File: src/rtl/alu_control_unit.sv
// rtl/alu_control_unit.sv - multi-cycle fetch/decode/execute controller for a 16-bit accumulator datapath
// Owns PC, IR, MDR and ACC; drives one shared instruction/data memory port and an external ALU.
module alu_control_unit #(
  parameter int DATA_W   = 16,
  parameter int ADDR_W   = 12,
  parameter int RESET_PC = 0
) (
  input  logic              clk,
  input  logic              rst_n,
  input  logic              start,
  output logic              mem_req,
  output logic              mem_we,
  output logic [ADDR_W-1:0] mem_addr,
  output logic [DATA_W-1:0] mem_wdata,
  input  logic [DATA_W-1:0] mem_rdata,
  input  logic              mem_ack,
  output logic [DATA_W-1:0] alu_num1,
  output logic [DATA_W-1:0] alu_num2,
  output logic [3:0]        alu_opcode,
  input  logic [DATA_W-1:0] alu_result,
  output logic              busy,
  output logic              halted,
  output logic              illegal,
  output logic [ADDR_W-1:0] pc_out,
  output logic [DATA_W-1:0] acc_out
);

  localparam logic [ADDR_W-1:0] RST_PC = ADDR_W'(RESET_PC);

  localparam logic [3:0] OP_NOP   = 4'h0;
  localparam logic [3:0] OP_ADD   = 4'h1;
  localparam logic [3:0] OP_SUB   = 4'h2;
  localparam logic [3:0] OP_AND   = 4'h3;
  localparam logic [3:0] OP_OR    = 4'h4;
  localparam logic [3:0] OP_XOR   = 4'h5;
  localparam logic [3:0] OP_NOT   = 4'h6;
  localparam logic [3:0] OP_LOAD  = 4'h7;
  localparam logic [3:0] OP_STORE = 4'h8;
  localparam logic [3:0] OP_JMP   = 4'h9;
  localparam logic [3:0] OP_JZ    = 4'hA;
  localparam logic [3:0] OP_HALT  = 4'hF;

  typedef enum logic [2:0] {
    S_IDLE,
    S_FETCH,
    S_DECODE,
    S_READ,
    S_EXEC,
    S_WRITE,
    S_HALTED
  } state_t;

  state_t state, state_nxt;

  logic [ADDR_W-1:0] pc;
  logic [DATA_W-1:0] ir;
  logic [DATA_W-1:0] mdr;
  logic [DATA_W-1:0] acc;
  logic              illegal_q;

  logic [3:0]        op;
  logic [ADDR_W-1:0] operand;
  logic              op_is_alu2;
  logic              op_is_bad;
  logic              start_ok;

  assign op      = ir[DATA_W-1:DATA_W-4];
  assign operand = ir[ADDR_W-1:0];

  assign op_is_alu2 = (op == OP_ADD) || (op == OP_SUB) || (op == OP_AND) ||
                      (op == OP_OR)  || (op == OP_XOR);
  // B-E are the only undefined encodings
  assign op_is_bad  = (op >= 4'hB) && (op <= 4'hE);
  assign start_ok   = start && ((state == S_IDLE) || (state == S_HALTED));

  always_ff @(posedge clk or negedge rst_n) begin
    if (!rst_n) begin
      state <= S_IDLE;
    end else begin
      state <= state_nxt;
    end
  end

  always_comb begin
    state_nxt = state;
    case (state)
      S_IDLE, S_HALTED: begin
        if (start) state_nxt = S_FETCH;
      end
      S_FETCH: begin
        if (mem_ack) state_nxt = S_DECODE;
      end
      S_DECODE: begin
        if (op_is_alu2 || (op == OP_LOAD)) state_nxt = S_READ;
        else if (op == OP_NOT)             state_nxt = S_EXEC;
        else if (op == OP_STORE)           state_nxt = S_WRITE;
        else if ((op == OP_NOP) || (op == OP_JMP) || (op == OP_JZ))
                                           state_nxt = S_FETCH;
        else                               state_nxt = S_HALTED;
      end
      S_READ: begin
        if (mem_ack) state_nxt = (op == OP_LOAD) ? S_FETCH : S_EXEC;
      end
      S_EXEC: begin
        state_nxt = S_FETCH;
      end
      S_WRITE: begin
        if (mem_ack) state_nxt = S_FETCH;
      end
      default: state_nxt = S_IDLE;
    endcase
  end

  // Architectural registers; a jump in DECODE overrides the FETCH increment
  always_ff @(posedge clk or negedge rst_n) begin
    if (!rst_n) begin
      pc        <= RST_PC;
      ir        <= '0;
      mdr       <= '0;
      acc       <= '0;
      illegal_q <= 1'b0;
    end else begin
      if (start_ok) begin
        pc        <= RST_PC;
        illegal_q <= 1'b0;
      end
      if ((state == S_FETCH) && mem_ack) begin
        ir <= mem_rdata;
        pc <= pc + 1'b1;
      end
      if (state == S_DECODE) begin
        if (op == OP_JMP) pc <= operand;
        if ((op == OP_JZ) && (acc == '0)) pc <= operand;
        if (op_is_bad) illegal_q <= 1'b1;
      end
      if ((state == S_READ) && mem_ack) begin
        if (op == OP_LOAD) acc <= mem_rdata;
        else               mdr <= mem_rdata;
      end
      if (state == S_EXEC) acc <= alu_result;
    end
  end

  // Port outputs decode from state only, so reset drops mem_req asynchronously
  always_comb begin
    mem_req    = 1'b0;
    mem_we     = 1'b0;
    mem_addr   = '0;
    mem_wdata  = '0;
    alu_opcode = 4'h0;
    busy       = 1'b1;
    halted     = 1'b0;
    case (state)
      S_IDLE: busy = 1'b0;
      S_HALTED: begin
        busy   = 1'b0;
        halted = 1'b1;
      end
      S_FETCH: begin
        mem_req  = 1'b1;
        mem_addr = pc;
      end
      S_READ: begin
        mem_req  = 1'b1;
        mem_addr = operand;
      end
      S_WRITE: begin
        mem_req   = 1'b1;
        mem_we    = 1'b1;
        mem_addr  = operand;
        mem_wdata = acc;
      end
      S_EXEC: alu_opcode = op;
      default: ;
    endcase
  end

  assign alu_num1 = acc;
  assign alu_num2 = mdr;
  assign illegal  = illegal_q;
  assign pc_out   = pc;
  assign acc_out  = acc;

endmodule

File: config.mk
export PLATFORM = sky130hd
export DESIGN_NAME = alu_control_unit
export DESIGN_NICKNAME = d
export VERILOG_FILES = /design/src/rtl/alu_control_unit.sv
export SDC_FILE = /design/constraint.sdc
export NUM_CORES = 1
export LEC_CHECK = 0
export BUFFER_PORTS_ARGS = -buffer_cell sky130_fd_sc_hd__buf_2
export CAP_MARGIN = 20
export CORE_UTILIZATION = 45
export DETAILED_ROUTE_END_ITERATION = 6
export GPL_ROUTABILITY_DRIVEN = 0
export GPL_TIMING_DRIVEN = 0
export PLACE_DENSITY = 0.76
export SLEW_MARGIN = 20
export SYNTH_ARGS = -nofsm -noshare
export SYNTH_HDL_FRONTEND = slang
export SYNTH_SLANG_ARGS = --single-unit
export TNS_END_PERCENT = 5
File: constraint.sdc
create_clock -name clk -period 2.17 [get_ports clk]
set_input_delay 0.217 -clock clk [delete_from_list [all_inputs] [get_ports clk]]
set_output_delay 0.217 -clock clk [all_outputs]
set_load 0.02 [all_outputs]
==> impl_metrics.toml <==
[synth]
synthMuxAreaShare_pct = 17.9
ys.flop_type = "dfrtp_1"
synth_adder_area_share_pct = 0.321
synth-xor-area-share_pct = 0.450
synth_edf_count = 0
synth_top_family_by_area = "simple AND/OR/NAND/NOR gates"
ys_warn_count = 0
yosysSeqAreaShare_pct = 41.1
synthSimpleGateAreaFrac_pct = 22.8
ys_ff_latch = 64
synth_area_per_cell_sq_um = 9.40
synthCells = 414
synth_nets = 451
synth_compound_area_share_pct = 9.48
syn_area_sq_um = 3890
ys_types = 55
ys_async_sr_fraction_pct = 100

[timing]
rsz0062_at_grt = "yes"
relSlewSlack_pct = 66.4
max_freq_mhz = 465
finalCritPeriodShare_pct = 99.1
setup_viol = 0
fin_skew_ns = 0.0116
setup_slack_ns = 0.0205
worst_slew_pin_slew_ns = 0.503
hold_viol_final = 0
slew_viol_final = 0
period_minus_slack_ns = 2.15

[power]
finalPower_w = 0.00715
p_leak_nw = 2.44
vdd_drop_max_uv = 974
power.density_nw_per_um2 = 1450

[finish]
seq_area_sq_um = 1600
drive_above_1_share_pct = 37.8
final_cell_mix = "buf_2 (141), nand2_1 (67), dfrtp_1 (64), mux2i_1 (36), nor2_1 (23)"
syn2layout_area_growth_pct = 26.5
layout_commonest_cell = "buf_2"
diodes = 0
design_area_sq_um = 4920
final_nets = 596
multiInputGateArea_sq_um = 1990
final.fill_count = 733
instances_no_fill = 669

[detailed_routing]
drtIter0Drc = 271
viasPerCell = 5.43
route.met2.wl_mm = 5.08
drt_pass1_iterations = 5
drtAntennaViolNets = 0
drc_errors = 0
met1Wirelength_mm = 4.91
vias = 3632
routed.top_layer = "met4"
wl_mm = 11.0
met3_length_um = 818
wl_per_cell_um = 16.4

[global_routing]
first_global_vias = 3446
grt_max_degree = 58
grt_pass1_wl_mm = 17.1
antenna_found_initial = 0
grtUsageTotal_pct = 25.0
gr-total-overflow = 0

[setup_path]
critPathKind = "reg2out"
cp.required_ns = 1.95
cp-start-kind = "flop"
crit_path_end_kind = "primary output"
critPathArrivalTime_ns = 1.93
worstPathMaxFanout = 10

[floorplanning]
ios = 133
coreArea_sq_um = 8300
fp.dieH_um = 95.0
start_util_pct = 46.9
row_count = 33
die_area_sq_um = 9030
die_width_um = 95.0

[placement]
placed_area_sq_um = 4710
post-place-ws_ns = 0.142
dp.cells = 652
post-dp-hpwl_mm = 8.04
io_buffers = 132

[clock_tree]
clock-root-buffer = "clkbuf_8"
cts_buffers = 9
clkSlewWorstSetupHoldPaths_ns = 0.08
htreeDepth = 3
clock_sinks = 64
cts_tree = "yes"
cts_buffer_depth = 2
post_cts_buffers = 0
clock_latency_ns = 0.35

[worst_hold_path]
hold_path.class = "in2reg"

[job]
drv_cap = 0

[status]
outcome = "finished, final reports clean"
area by class of cell:
cell class,count,area share [%]
tap,105,2.67
inverter,6,0.457
multi-input combinational,297,40.4
clock buffer,10,2.80
clock inverter,6,0.889
sequential,64,32.5
buffer,47,6.07
timing repair buffer,134,14.2
cell usage after synthesis (2+ instances only):
cell type,n,area (sq um)
buf_4,17,128
and3_1,17,106
nor2b_1,3,18.8
o22ai_1,2,12.5
nand2_1,67,251
or3_1,2,12.5
mux2_1,10,113
and2_1,17,106
mux2i_1,36,360
dfrtp_1,64,1600
nor4_1,6,37.5
a21oi_1,20,100
clkbuf_1,14,52.6
o21ai_0,25,125
o31ai_1,2,15.0
nand4_1,4,25.0
buf_1,2,7.51
buf_2,11,55.1
mux2_4,9,135
nor3b_1,2,15.0
inv_1,6,22.5
nor2_1,23,86.3
nand4b_1,3,26.3
nor3_1,4,20.0
buf_6,2,22.5
o211ai_1,2,15.0
mux2_2,8,90.1
nand3_1,5,25.0
nand2b_1,5,31.3
logic make-up after synthesis:
| kind of cell | count (synthesis) |
|---|---|
| and+or+nand+nor | 168 |
| DFF | 64 |
| AOI/OAI and AO/OA | 63 |
| muxes | 63 |
| buffers and inverters | 53 |
| xor gates and xnor gates | 2 |
| adders and majority gates | 1 |
worst max-delay path, stage by stage, from the launching register on:
cell	delay, ns
dfrtp_1	0.34
buf_6	0.13
buf_2	0.31
clkbuf_1	0.41
and3_1	0.22
buf_2	0.17
state kept, by name (all words and copies together) (netlist names):
signal and count:
pc_out 12, illegal 1, state 3, ir 16
alu_num2 16, acc_out 16
power breakdown:
part           switching [W]  internal [W]
clock               0.000522      0.000450
combinational        0.00235       0.00156
sequential          0.000564       0.00172
per-layer routing:
metal / track usage (%) / up-vias
met4: 8.84 / 0
li1: - / 1720
met2: 39.4 / 168
met1: 33.5 / 1729
met5: 0 / -
met3: 5.72 / 15
metrics by stage:
stage | utilization, % | setup TNS [ns] | hold WS [ns]
finish | 59.3 | 0 | 0.0972
global route | 59.3 | -0.579 | 0.103
CTS | 59.2 | 0 | 0.0880
detailed placement | 56.8 | 0 | 0.0561
global placement | 56.4 | 0 | 0.447
floorplan | - | 0 | -0.0786
worst paths after layout:
check | slack [ns] | from | end | cells after the start
setup / recovery | 0.02 | state[2] | mem_wdata[2] | 5
hold / removal | 0.1 | mem_rdata[13] | ir[13] | 3
setup reg to reg | 0.13 | ir[12] | pc_out[8] | 6
hold reg to reg | 0.49 | alu_num2[9] | alu_num2[9] | 1
max in group asynchronous | 1.43 | rst_n | pc_out[11] | 3
min in group asynchronous | 0.23 | rst_n | pc_out[5] | 2
what timing repair did:
| action | in CTS | in global routing |
|---|---|---|
| hold buffers | 1 | 0 |
| setup endpoints to repair | 22 | 29 |
| hold endpoints to repair | 64 | 0 |
| gates resized for setup | 6 | 12 |
Power figures use the tool's default switching activity.
